--- config.mk ---
export PLATFORM = sky130hd
export DESIGN_NAME = tilt_ball_mover
export DESIGN_NICKNAME = d
export VERILOG_FILES = /design/src/rtl/tilt_pkg.sv /design/src/rtl/tilt_axis_mover.sv /design/src/rtl/tilt_ball_mover.sv
export SDC_FILE = /design/constraint.sdc
export NUM_CORES = 1
export LEC_CHECK = 0
export CAP_MARGIN = 0
export CORE_MARGIN = 5
export CORE_UTILIZATION = 25
export DETAILED_ROUTE_END_ITERATION = 6
export PLACE_DENSITY = 0.41
export SLEW_MARGIN = 20
export SYNTH_ARGS = -nofsm -noshare
export SYNTH_HDL_FRONTEND = slang
export SYNTH_SLANG_ARGS = --single-unit
--- constraint.sdc ---
create_clock -name SYSCLK -period 8.15 [get_ports SYSCLK]
set_input_delay 2.445 -clock SYSCLK [delete_from_list [all_inputs] [get_ports SYSCLK]]
set_output_delay 2.445 -clock SYSCLK [all_outputs]
set_load 0.02 [all_outputs]
--- src/rtl/tilt_pkg.sv ---
// Shared types and constants for the tilt-driven ball mover.
// Direction encoding and tilt flag bit positions live here.
package tilt_pkg;

  localparam int POS_W = 10;

  localparam int TILT_LEFT  = 0;
  localparam int TILT_RIGHT = 1;
  localparam int TILT_FWD   = 2;
  localparam int TILT_BACK  = 3;

  typedef enum logic [1:0] {
    DIR_NONE = 2'd0,
    DIR_NEG  = 2'd1,
    DIR_POS  = 2'd2
  } dir_t;

  typedef enum logic {
    REST   = 1'b0,
    MOVING = 1'b1
  } axis_state_t;

  // Opposing flags together cancel out.
  function automatic dir_t decode_dir(input logic neg,
                                      input logic pos);
    case ({pos, neg})
      2'b01:   return DIR_NEG;
      2'b10:   return DIR_POS;
      default: return DIR_NONE;
    endcase
  endfunction

endpackage

--- src/rtl/tilt_axis_mover.sv ---
// One axis: debounce direction over ticks, ramp speed,
// clamp to [0, MAX_POS] and strobe on real position change.
module tilt_axis_mover
  import tilt_pkg::*;
#(
  parameter int MAX_POS      = 639,
  parameter int INIT_POS     = 320,
  parameter int STABLE_TICKS = 3,
  parameter int RAMP_TICKS   = 8,
  parameter int MAX_SPEED    = 4
) (
  input  logic             clk,
  input  logic             rst,
  input  logic             tick,
  input  logic             enable,
  input  dir_t             dir,
  output logic [POS_W-1:0] pos,
  output logic             inc,
  output logic             dec
);

  localparam int CW = 16;
  localparam logic [CW-1:0] ST_LAST = CW'(STABLE_TICKS - 1);
  localparam logic [CW-1:0] RAMP_N  = CW'(RAMP_TICKS);
  localparam logic [CW-1:0] ONE_C   = CW'(1);
  localparam logic [POS_W-1:0] SPD_MAX = POS_W'(MAX_SPEED);
  localparam logic [POS_W-1:0] ONE_S   = POS_W'(1);
  localparam logic [POS_W-1:0] P_MAX   = POS_W'(MAX_POS);
  localparam logic [POS_W-1:0] P_INIT  = POS_W'(INIT_POS);

  axis_state_t       state, state_n;
  dir_t              prev_dir;
  logic [CW-1:0]     stable, stable_n;
  logic [CW-1:0]     ramp, ramp_n;
  logic [POS_W-1:0]  speed, speed_n;
  logic [POS_W-1:0]  pos_n;
  logic              same, move, clamp;
  logic signed [11:0] raw;

  always_comb begin
    same     = (dir == prev_dir);
    stable_n = '0;
    if (same)
      stable_n = (stable == ST_LAST) ? stable
                                     : stable + 1'b1;
    state_n = state;
    speed_n = speed;
    ramp_n  = ramp;
    move    = 1'b0;
    if (!enable) begin
      state_n = REST;
      speed_n = '0;
      ramp_n  = '0;
    end else begin
      unique case (state)
        REST: begin
          if (dir != DIR_NONE && stable_n == ST_LAST) begin
            state_n = MOVING;
            speed_n = ONE_S;
            ramp_n  = ONE_C;
            move    = 1'b1;
          end
        end
        MOVING: begin
          if (!same) begin
            state_n = REST;
            speed_n = '0;
            ramp_n  = '0;
          end else begin
            if (ramp == RAMP_N) begin
              speed_n = (speed >= SPD_MAX) ? SPD_MAX
                                           : speed + 1'b1;
              ramp_n  = ONE_C;
            end else begin
              ramp_n = ramp + 1'b1;
            end
            move = 1'b1;
          end
        end
        default: ;
      endcase
    end

    // 12-bit signed so underflow below zero is visible.
    if (dir == DIR_POS)
      raw = $signed({2'b00, pos}) + $signed({2'b00, speed_n});
    else
      raw = $signed({2'b00, pos}) - $signed({2'b00, speed_n});

    clamp = 1'b0;
    if (raw[11]) begin
      clamp = 1'b1;
      pos_n = '0;
    end else if (raw > $signed({2'b00, P_MAX})) begin
      clamp = 1'b1;
      pos_n = P_MAX;
    end else begin
      pos_n = raw[POS_W-1:0];
    end

    if (!move)
      pos_n = pos;
    if (move && clamp) begin
      speed_n = ONE_S;
      ramp_n  = ONE_C;
    end
  end

  always_ff @(posedge clk) begin
    if (rst) begin
      state    <= REST;
      prev_dir <= DIR_NONE;
      stable   <= '0;
      ramp     <= '0;
      speed    <= '0;
      pos      <= P_INIT;
      inc      <= 1'b0;
      dec      <= 1'b0;
    end else begin
      inc <= 1'b0;
      dec <= 1'b0;
      if (tick) begin
        state    <= state_n;
        prev_dir <= dir;
        stable   <= stable_n;
        ramp     <= ramp_n;
        speed    <= speed_n;
        pos      <= pos_n;
        inc      <= move && (pos_n > pos);
        dec      <= move && (pos_n < pos);
      end
    end
  end

endmodule

--- src/rtl/tilt_ball_mover.sv ---
// Ball motion from accelerometer tilt flags: tick divider,
// registered tilt, per-axis direction decode and movers.
module tilt_ball_mover
  import tilt_pkg::*;
#(
  parameter int SYSCLK_FREQUENCY_HZ = 100000000,
  parameter int STEP_RATE_HZ        = 60,
  parameter int X_MAX               = 639,
  parameter int Y_MAX               = 479,
  parameter int X_INIT              = 320,
  parameter int Y_INIT              = 240,
  parameter int STABLE_TICKS        = 3,
  parameter int RAMP_TICKS          = 8,
  parameter int MAX_SPEED           = 4
) (
  input  logic             SYSCLK,
  input  logic             reset2,
  input  logic [3:0]       tilt,
  input  logic             enable,
  output logic [POS_W-1:0] ball_x,
  output logic [POS_W-1:0] ball_y,
  output logic             x_inc,
  output logic             x_dec,
  output logic             y_inc,
  output logic             y_dec,
  output logic [3:0]       at_edge,
  output logic             tick
);

  localparam int DIV   = SYSCLK_FREQUENCY_HZ / STEP_RATE_HZ;
  localparam int CNT_W = $clog2(DIV);
  localparam logic [CNT_W-1:0] DIV_LAST = CNT_W'(DIV - 1);
  localparam logic [POS_W-1:0] XM = POS_W'(X_MAX);
  localparam logic [POS_W-1:0] YM = POS_W'(Y_MAX);

  logic [3:0]       tilt_q;
  logic [CNT_W-1:0] cnt;
  dir_t             dir_x, dir_y;

  always_ff @(posedge SYSCLK) begin
    if (reset2) begin
      tilt_q <= '0;
      cnt    <= '0;
    end else begin
      tilt_q <= tilt;
      cnt    <= tick ? '0 : cnt + 1'b1;
    end
  end

  assign tick  = (cnt == DIV_LAST);
  assign dir_x = decode_dir(tilt_q[TILT_LEFT],
                            tilt_q[TILT_RIGHT]);
  assign dir_y = decode_dir(tilt_q[TILT_FWD],
                            tilt_q[TILT_BACK]);

  tilt_axis_mover #(
    .MAX_POS      (X_MAX),
    .INIT_POS     (X_INIT),
    .STABLE_TICKS (STABLE_TICKS),
    .RAMP_TICKS   (RAMP_TICKS),
    .MAX_SPEED    (MAX_SPEED)
  ) u_x (
    .clk    (SYSCLK),
    .rst    (reset2),
    .tick   (tick),
    .enable (enable),
    .dir    (dir_x),
    .pos    (ball_x),
    .inc    (x_inc),
    .dec    (x_dec)
  );

  tilt_axis_mover #(
    .MAX_POS      (Y_MAX),
    .INIT_POS     (Y_INIT),
    .STABLE_TICKS (STABLE_TICKS),
    .RAMP_TICKS   (RAMP_TICKS),
    .MAX_SPEED    (MAX_SPEED)
  ) u_y (
    .clk    (SYSCLK),
    .rst    (reset2),
    .tick   (tick),
    .enable (enable),
    .dir    (dir_y),
    .pos    (ball_y),
    .inc    (y_inc),
    .dec    (y_dec)
  );

  assign at_edge = {ball_y == YM, ball_y == '0,
                    ball_x == XM, ball_x == '0};

endmodule

Word level (Yosys, flattened, before mapping)
Cells that the tools add are included.
{ "word_totals": {"ff_bits": 139, "latchBits": 0, "ram_bits": 0, "mem_bits_ro": 0, "inputBits": 7, "word_cells": 127, "mem_count": 0} }
{ "op_classes": {"add_sub_neg": 11, "multipliers": 0, "div_mod_pow": 0, "magnitude_cmp": 8, "eq_ne": 19, "shifts": 0, "n_mux": 52, "bitwise_logic": 3, "n_reduce_logical": 16} }
{ "op_table": {"columns": ["cell", "count"], "rows": [
  ["16-bit 2-to-1 mux", 14],
  ["10-bit 2-to-1 mux", 18],
  ["16-bit by 1-bit adder with 16-bit output (second input constant)", 4],
  ["16-bit by 2-bit == test with 1-bit output (second input constant)", 4],
  ["16-bit case mux with 2 select lines", 2],
  ["10-bit case mux with 2 select lines", 2],
  ["16-bit by 4-bit == test with 1-bit output (second input constant)", 2],
  ["12-bit 2-to-1 mux", 2],
  ["10-bit by 10-bit adder with 11-bit output", 2],
  ["10-bit by 10-bit subtractor with 11-bit output", 2],
  ["21-bit by 1-bit adder with 21-bit output (second input constant)", 1],
  ["21-bit == test (second input constant)", 1],
  ["10-bit by 1-bit adder with 10-bit output (second input constant)", 2],
  ["10-bit by 3-bit >= comparator with 1-bit output (second input constant)", 2],
  ["10-bit > comparator", 2],
  ["10-bit zero test", 2],
  ["10-bit < comparator", 2],
  ["12-bit by 10-bit > comparator with 1-bit output (second input constant)", 1],
  ["12-bit by 11-bit > comparator with 1-bit output (second input constant)", 1],
  ["10-bit == test (second input constant)", 1],
  ["10-bit by 9-bit == test with 1-bit output (second input constant)", 1],
  ["1-bit 2-to-1 mux", 10],
  ["2-bit == test (second input constant)", 4],
  ["1-bit logical AND", 8],
  ["9 further kinds", 19]
]} }

Depth between registers and ports, before layout
Gate-level depths: netlist of the first run.
{ "depth": {"ltp_word": 17, "mapped_depth": 31, "mapped_depth_nobuf": 29} }

By module
A second synthesis of the first run with hierarchy kept.
{ "hier_totals": {"hier_cells": 1407, "hier_area_um2": 10905.5} }
{ "by_module_without_submodules": {"columns": ["module", "n_inst", "cells_per_inst", "area_per_inst_um2", "seq_area_each_um2"], "rows": [
  ["tilt_axis_mover (u_y)", 1, 634, 4933.5, 1141.1],
  ["tilt_axis_mover (u_x)", 1, 638, 4764.6, 1141.1],
  ["tilt_ball_mover", 1, 135, 1207.4, 500.5]
]} }

Least setup slack after synthesis of the first run
No wires, ideal clock.
{ "synth_timing": {"path_type": "input -> register", "from": "in enable", "to": "reg u_y.inc", "setup_ns": 0.116, "t_arrival_ns": 6.543, "required_time_ns": 8.034, "setup_slack_ns": 1.491, "path_stages": 20, "path_buffers": 0, "path_cell_list": "nand2_1 nor3_1 o21bai_1 nand2_1 ha_1 inv_1 a21o_1 a221oi_1 o211ai_1 or4b_1 and2_1 a21oi_1 nand2_1 a22o_1 ha_1 a21o_1 a21o_1 a21oi_1 o211ai_1 and4_1"} }
{ "synth_between": {"elab_chain_cells": 9, "elab_cells_between_ends": 11} }
{ "synth_rtl": {"columns": ["element", "line_no", "text"], "rows": [
  ["start: declaration", "tilt_ball_mover.sv:19", "input logic enable,"],
  ["10-bit 2-to-1 mux", "tilt_axis_mover.sv:50", "if (!enable) begin"],
  ["10-bit by 10-bit subtractor with 11-bit output or 10-bit by 10-bit adder with 11-bit output (tied branches)", "tilt_axis_mover.sv:88, tilt_axis_mover.sv:86", null],
  ["12-bit 2-to-1 mux", "tilt_axis_mover.sv:85", "if (dir == DIR_POS)"],
  ["12-bit by 10-bit > comparator with 1-bit output", "tilt_axis_mover.sv:94", "end else if (raw > $signed({2'b00, P_MAX})) begin"],
  ["10-bit 2-to-1 mux", "tilt_axis_mover.sv:94", null],
  ["10-bit 2-to-1 mux", "tilt_axis_mover.sv:91", "if (raw[11]) begin"],
  ["10-bit 2-to-1 mux (*)", "tilt_axis_mover.sv:101", "if (!move)"],
  ["net u_y.pos_n[3]", "tilt_axis_mover.sv:36", "logic [POS_W-1:0] pos_n;"],
  ["10-bit > comparator (*)", "tilt_axis_mover.sv:129", "inc <= move && (pos_n > pos);"],
  ["1-bit logical AND (*)", "tilt_axis_mover.sv:129", null],
  ["end signal: assignment", "tilt_axis_mover.sv:129", null],
  ["end: declaration", "tilt_axis_mover.sv:18", "output logic inc,"]
]} }
Mark *: on every way through the listed nets, which the timed path passes. The rest lies on a longest branch.
A chain may end at the register's enable or synchronous reset.

Worst setup path in the final report of the first run
Same ends and word-level chain as after synthesis.

==> out/metrics.cfg, run 1 <==
[route]
drtIter0Drc=547
routed_wl_um=29000
firstDrtPassIters=5
viasPerCell=5.01
num_vias=9138
wl_per_cell_um=15.9
ant_nets=0
drc=0

[pwr]
pwr-share-comb_pct=3.7
p_int_uw=1200
irDropWorstVdd_mv=0.0947
p_clk_share_pct=52.0
p_leak_uw=0.00446
p_seq_share_pct=44.3
power_switching_uw=345
p_sw_share_pct=22.4
pwr_density_cell_nw_per_um2=136

[yosys]
synth_area_um2=9910
synth_compound_area_share_pct=22.4
synth_edf_count=0
seq_area_frac_synth_pct=28.1
synth_top_area_cell=dfxtp_1
async_reset_ff_share_pct=0
yosys_warnings=0
synth_cells=1278
syn_area_per_cell_um2=7.75
synth_xor_area_share_pct=3.98
synth_cell_types=78
synthFlopType=dfxtp_1
synth-simple-area-share_pct=27.8
synthTopCellsByArea=dfxtp_1, ha_1, a21oi_1, o21ai_0, nand2_1
synth_fp_nets=1368
synth_mux_area_share_pct=1.29
synth_top_family_by_area=simple AND/OR/NAND/NOR gates
synth_top_cell_area_share_pct=28.1
synth_seq_cells=139
synth_fa_ha_area_share_pct=10.8

[worst_setup_path]
r2r_cells=25
cp.arrival_ps=7670
critPathKind=in2reg
r2r_start=u_y.stable[0]
worstSetupEndpoint=u_y.inc
reg2reg_to=u_y.inc
crit_path_max_fanout=9
required_ps=8480
critPathCaptureType=flop
timing.reg2reg.setup_slack_ps=1260
critical_path.startpoint=enable
startpoint_type=input pin

[clock_tree]
cts_resized=0
cts_tree=yes
cts.sinks=139
cts-root-buf=clkbuf_16
cts_hold_buf=0
clock_latency_ps=440
clockBufferDepth=2
path_clk_slew_ps=60
cts_buffers=17
htreeDepth=4
post_cts_buffers=0

[timing]
fmax_mhz=136
hold_viol=0
setup_viol_count_final=0
slew_headroom_pct=40.9
rsz0062_at_grt=no
drv_slew=0
tns_ps=0
skew_ps=10.9
worstMarginPinSlew_ps=880
holdWs_ps=461
post-route-min-period_ps=7340
fin_crit_sh_pct=90.0

[floorplanning]
die_w_um=209
rows=73
die_area_um2=43700
pin_count=36
start_util_pct=25.1
fp.dieH_um=209
core-area_um2=39500

[final_layout]
antennaDiodeCount=0
layout_commonest_cell=dfxtp_1
most-common-layout-cells=dfxtp_1, nand2_1, a21oi_1
seq_area_um2=2780
fin_nets=1375
finish.utilization_pct=28.9
syn_to_final_growth_pct=14.9
multi_input_area_um2=6580
drive_gt1_share_pct=5.93
fillers=4337

[grt]
grt_max_degree=56
grt_antenna_before_repair=0
grt_usage_pct=13.1
grt_pass1_vias=8758
grt-ovfl-total=0
grt_pass1_wl_um=47300

[place]
hpwlAfterDp_um=21000
gp_congestion=0.820
portBuffers=35

[hold_path]
hp-class=reg2reg
min_path_cells=2

[outcome]
status=completed

[flow_run]
maxCapViolations=0

==> synth_stat cells, types with 7 or more instances <==
cell type,count
xnor2_1,24
or3_1,15
o211ai_1,9
or4_1,9
ha_1,79
o21ai_0,91
a21oi_1,97
a211oi_1,9
o31ai_1,8
inv_1,80
nand2_1,107
nand4_1,40
buf_2,15
nor3_1,24
nor4_1,25
a21o_1,16
dfxtp_1,139
a22o_1,29
nand2b_1,11
o21a_1,10
nor2_1,96
or2_2,8
a31oi_1,7
nor2b_1,44
clkbuf_1,44
nand3_1,37
a211o_1,7
and3_1,36
and4_1,10
nor3b_1,22
xor2_1,21
==> flip-flops by register name, summed over array words and instances, names as in the netlist, 16 cells and up <==
name,flops
u_x.ramp,16
u_y.stable,16
cnt,21
u_y.ramp,16
u_x.stable,16
==> worst max-delay path, cell delays in order <==
cell and delay, ps:
clkdlybuf4s50_1 600, nand2_1 110, nor3_1 320, o21bai_1 240
buf_4 210, nand2_1 80, ha_1 440, nor3_1 100
a221oi_1 400, o211ai_1 150, or4b_1 570, and2_1 220
a21oi_1 360, nand2_1 130, a22o_1 230, ha_1 290
a21o_1 160, a21o_1 170, a21oi_1 130, o211ai_1 110
and4_1 190
==> per-layer routing <==
metal | routed length (um) | vias up | GRT usage, %
met5 | 0 | - | 0
met4 | 245 | 0 | 2.81
met3 | 799 | 20 | 2.61
met2 | 13200 | 117 | 20.9
met1 | 14800 | 4334 | 18.4
li1 | - | 4667 | -
==> worst min-delay path by stage <==
stage                          startpoint         endpoint  slack [ps]
final                     u_y.prev_dir[0]  u_y.prev_dir[0]         460
after CTS                 u_y.prev_dir[0]  u_y.prev_dir[0]         460
after detailed placement  u_y.prev_dir[0]  u_y.prev_dir[0]         460
after floorplan           u_x.prev_dir[0]  u_x.prev_dir[0]         440
after global routing      u_x.prev_dir[1]  u_x.prev_dir[1]         500
after global placement    u_y.prev_dir[0]  u_y.prev_dir[0]         450
==> kinds of logic after synthesis <==
logic type	Yosys count
adder cells (fa/ha/maj)	83
multiplexers	12
AND/OR/NAND/NOR	513
XOR/XNOR	45
flip-flops	139
AO/OA/AOI/OAI	343
buffers and inverters	143
==> power groups by stage <==
stage | registers, uW | logic (uW) | clock network (uW)
after floorplan | 698 | 38.3 | 0
after global placement | 699 | 58.1 | 0
after detailed placement | 699 | 58.0 | 0
after CTS | 684 | 58.3 | 834
after global routing | 684 | 64.6 | 859
final | 684 | 57.2 | 804
==> final cells by class <==
class                      count  share of cell area, %
clock buffer                  27                   4.59
clock inverter                 5                  0.703
inverter                      80                   2.64
multi-input combinational    996                   57.8
sequential                   139                   24.4
tap                          525                   5.77
timing repair buffer          51                   4.11
==> metrics by stage <==
step / worst slack [ps] / total power, uW / area, um^2 / std cells
5_1_grt: 453 / 1610 / 11400 / 1823
6_report: 815 / 1540 / 11400 / 1823
3_5_place_dp: 393 / 757 / 10800 / 1791
4_1_cts: 857 / 1580 / 11400 / 1823
2_1_floorplan: 1490 / 737 / 9910 / 1278
3_3_place_gp: 510 / 757 / 10800 / 1791
No activity file was read; power rests on OpenSTA's default activity.
==> inputs of run 2 (changes only) <==
--- a/config.mk
+++ b/config.mk
@@ -11,2 +11,3 @@
 export DETAILED_ROUTE_END_ITERATION = 6
+export MAX_ROUTING_LAYER = met4
 export PLACE_DENSITY = 0.41
==> constraint.sdc (replaced) <==
create_clock -name SYSCLK -period 8.15 [get_ports SYSCLK]
set_input_delay 2.0375 -clock SYSCLK [delete_from_list [all_inputs] [get_ports SYSCLK]]
set_output_delay 2.0375 -clock SYSCLK [all_outputs]
set_load 0.02 [all_outputs]
==> out/metrics.cfg, run 2 (synthesis results as in run 1) <==
[clock_tree]
clock_latency_ps=440
cts_buffers=17
cts-root-buf=clkbuf_16
path_clk_slew_ps=60
cts_resized=0
post_cts_buffers=0
cts_hold_buf=0
htreeDepth=4
cts_tree=yes
cts.sinks=139
clockBufferDepth=2

[route]
routed_wl_um=28800
viasPerCell=5.02
num_vias=9124
firstDrtPassIters=5
wl_per_cell_um=15.9
drtIter0Drc=557
drc=0
ant_nets=0

[worst_setup_path]
required_ps=8480
r2r_cells=28
cp.arrival_ps=7470
startpoint_type=input pin
critPathKind=in2reg
timing.reg2reg.setup_slack_ps=1240
critPathCaptureType=flop
crit_path_max_fanout=8

[final_layout]
layout_commonest_cell=dfxtp_1
fillers=4359
largest_reg_flops=21
largest_register=cnt
syn_to_final_growth_pct=14.6
final_area_um2=11400
most-common-layout-cells=dfxtp_1, nand2_1, a21oi_1
fin_nets=1368
drive_gt1_share_pct=5.73

[hold_path]
min_path_cells=2
hp-class=reg2reg

[pwr]
p_leak_uw=0.00444
pwr_density_cell_nw_per_um2=139
irDropWorstVdd_mv=0.114

[floorplanning]
core-area_um2=39500
fp.dieH_um=209
pin_count=36
die_area_um2=43700
start_util_pct=25.1
rows=73
die_w_um=209

[outcome]
status=completed

[timing]
slew_headroom_pct=32.5
skew_ps=15.2
finalWorstSetupSlack_ps=1010
worstMarginPinSlew_ps=1010
tns_ps=0
fin_crit_sh_pct=87.6
fmax_mhz=140
post-route-min-period_ps=7140
setup_viol_count_final=0
holdWs_ps=466
drv_slew=0
hold_viol=0
rsz0062_at_grt=no

[place]
hpwlAfterDp_um=21000
dp_slack_ps=618
placed_area_um2=10700
gp_congestion=0.840
portBuffers=35

[grt]
grt-ovfl-total=0
grt_antenna_before_repair=1
grt_max_degree=76
grt_pass1_vias=8637
grt_usage_pct=13.4
grt_pass1_wl_um=47100

[flow_run]
maxCapViolations=0

-- run 2: cell type report --
class	instances	area, um^2	area share, %
inverter	80	300	2.64
antenna	1	2.50	0.0220
timing repair buffer	44	415	3.66
clock buffer	17	425	3.75
sequential	139	2780	24.5
clock inverter	15	196	1.73
multi-input combinational	996	6580	57.9
tap	525	657	5.78
-- run 2: metal layers --
| metal | GRT usage [%] | routed length [um] | up-vias |
|---|---|---|---|
| met1 | 17.8 | 14400 | 4357 |
| met4 | 2.84 | 263 | 0 |
| met2 | 21.4 | 13300 | 114 |
| li1 | - | - | 4640 |
| met5 | - | 0 | - |
| met3 | 2.70 | 848 | 13 |
-- run 2: worst paths after layout --
| check | startpoint | to |
|---|---|---|
| max | enable | u_y.inc |
| min reg2reg | u_x.prev_dir[0] | u_x.prev_dir[0] |
| min | u_x.prev_dir[0] | u_x.prev_dir[0] |
| max reg2reg | tilt_q[0] | u_x.inc |
-- run 2: stage by stage --
step,std cells,util [%],power [uW]
final,1817,28.8,1580
after global routing,1817,28.8,1640
after CTS,1816,28.8,1610
after detailed placement,1784,27.2,756
after global placement,1784,27.2,755
after floorplan,1278,-,737
-- run 2: power breakdown --
part	total (uW)	internal, uW	switching, uW
Clock	838	511	327
Sequential	684	682	1.97
Combinational	55.7	16.8	38.9
Total	1580	1210	368
-- run 2: worst max-delay path, stage by stage --
cell and delay [ps]:
clkdlybuf4s50_1 620, nand2_1 120, nor3_1 330, o21bai_1 380, nand2_1 160, ha_1 410, inv_1 100, a21o_1 180
a221oi_1 430, o211ai_1 150, or4b_1 560, and2_1 220, a21oi_1 360, nand2_1 130, a22o_1 230, ha_1 290
a21o_1 160, a21o_1 160, a21oi_1 140, o211ai_1 110, and4_1 190
==> inputs of run 3 (changes only) <==
Settings changed: CORE_UTILIZATION 25 to 50, PLACE_DENSITY 0.41 to 0.69.
==> out/metrics.cfg, run 3 (synthesis results as in run 1) <==
[clock_tree]
cts_hold_buf=0
cts_tree=yes
cts.sinks=139
cts_resized=0
cts-root-buf=clkbuf_16
post_cts_buffers=0
clock_latency_ps=430
path_clk_slew_ps=60
htreeDepth=4
clockBufferDepth=2
cts_buffers=17

[grt]
grt_usage_pct=22.8
grt_pass1_vias=8581
grt-ovfl-total=0
grt_antenna_before_repair=0
grt_max_degree=79
grt_pass1_wl_um=41600

[place]
placed_area_um2=10400
hpwlAfterDp_um=18100
gp_congestion=0.945
portBuffers=35
dp.cells=1524

[final_layout]
final_area_um2=11000
antennaDiodeCount=0
most-common-layout-cells=dfxtp_1, nand2_1, a21oi_1
syn_to_final_growth_pct=10.9
fillers=1858
stdcell_count=1556
drive_gt1_share_pct=5.73
layout_commonest_cell=dfxtp_1
largest_register=cnt
fin_nets=1368
largest_reg_flops=21

[route]
viasPerCell=5.90
wl_per_cell_um=16.1
drtIter0Drc=598
ant_nets=0
drc=0
firstDrtPassIters=7
num_vias=9181
routed_wl_um=25100

[worst_setup_path]
crit_path_max_fanout=8
startpoint_type=input pin
critPathCaptureType=flop
timing.reg2reg.setup_slack_ps=1150
critPathKind=in2reg
required_ps=8460
cp.arrival_ps=7530
r2r_cells=24

[timing]
setup_viol_count_final=0
worstMarginPinSlew_ps=868
post-route-min-period_ps=7220
hold_viol=0
fin_crit_sh_pct=88.6
tns_ps=0
holdWs_ps=464
skew_ps=8.33
slew_headroom_pct=41.8
rsz0062_at_grt=no
drv_slew=0
fmax_mhz=139

[floorplanning]
fp.dieH_um=151
die_w_um=151
rows=51
start_util_pct=50.9
core-area_um2=19500
die_area_um2=22700
pin_count=36

[pwr]
p_int_uw=1140
pwr_density_cell_nw_per_um2=138
power_switching_uw=375
p_seq_share_pct=45.2
p_total_uw=1510
p_sw_share_pct=24.8
p_leak_uw=0.00443
p_clk_share_pct=51.3
pwr-share-comb_pct=3.5
irDropWorstVdd_mv=0.137

[hold_path]
min_path_cells=2
hp-class=reg2reg

[outcome]
status=completed

[flow_run]
maxCapViolations=0

==> run 3: changes by cell type in the layout (fill, tap and decap cells not counted) <==
cell        delta
clkinv_2       -4
bufinv_16      -3
clkinv_4       +3
clkinvlp_4     -3
inv_6          +3
inv_8          +3
buf_2          +1
buf_4          -1
clkbuf_8       +1
diode_2        -1
==> run 3: per-layer routing <==
| layer | share of wire [%] | vias to the layer above | GRT usage [%] |
|---|---|---|---|
| li1 | - | 4642 | - |
| met3 | 4.5 | 39 | 3.62 |
| met2 | 46 | 219 | 35.9 |
| met5 | 0 | - | - |
| met4 | 1.9 | 0 | 7.57 |
| met1 | 48 | 4281 | 30.0 |
==> run 3: worst paths after layout <==
check,from,end
setup / recovery,enable,u_y.inc
hold / removal,u_y.prev_dir[0],u_y.prev_dir[0]
setup reg to reg,u_y.stable[0],u_y.inc
hold reg to reg,u_y.prev_dir[0],u_y.prev_dir[0]
==> run 3: stage by stage <==
step	utilization, %	worst slack, ps
CTS	56.5	1010
finish	56.5	931
global route	56.5	510
floorplan	-	1900
global placement	53.5	788
detailed placement	53.5	560
==> run 3: layout make-up <==
cell class	instances	area (um^2)	share of cell area, %
tap	265	332	3.02
inverter	80	300	2.73
clock buffer	18	439	4.00
sequential	139	2780	25.3
timing repair buffer	44	413	3.76
clock inverter	14	150	1.37
multi-input combinational	996	6580	59.8
==> run 3: power by group through the flow <==
stage	Combinational (uW)	Sequential, uW	Clock (uW)
floorplan	38.3	698	0
global placement	52.2	699	0
detailed placement	53.2	699	0
CTS	53.3	683	793
global route	59.5	684	821
finish	53.1	683	777
==> run 3: worst max-delay path: stages <==
cell	delay [ps]
clkdlybuf4s50_1	620
nand2_1	110
nor3_1	320
o21bai_1	380
nand2_1	170
ha_1	410
inv_1	110
a21o_1	180
a221oi_1	490
o211ai_1	160
or4b_1	570
and2_1	220
a21oi_1	330
nand2_1	130
a22o_1	220
ha_1	290
a21o_1	160
a21o_1	160
a21oi_1	140
o211ai_1	120
and4_1	210
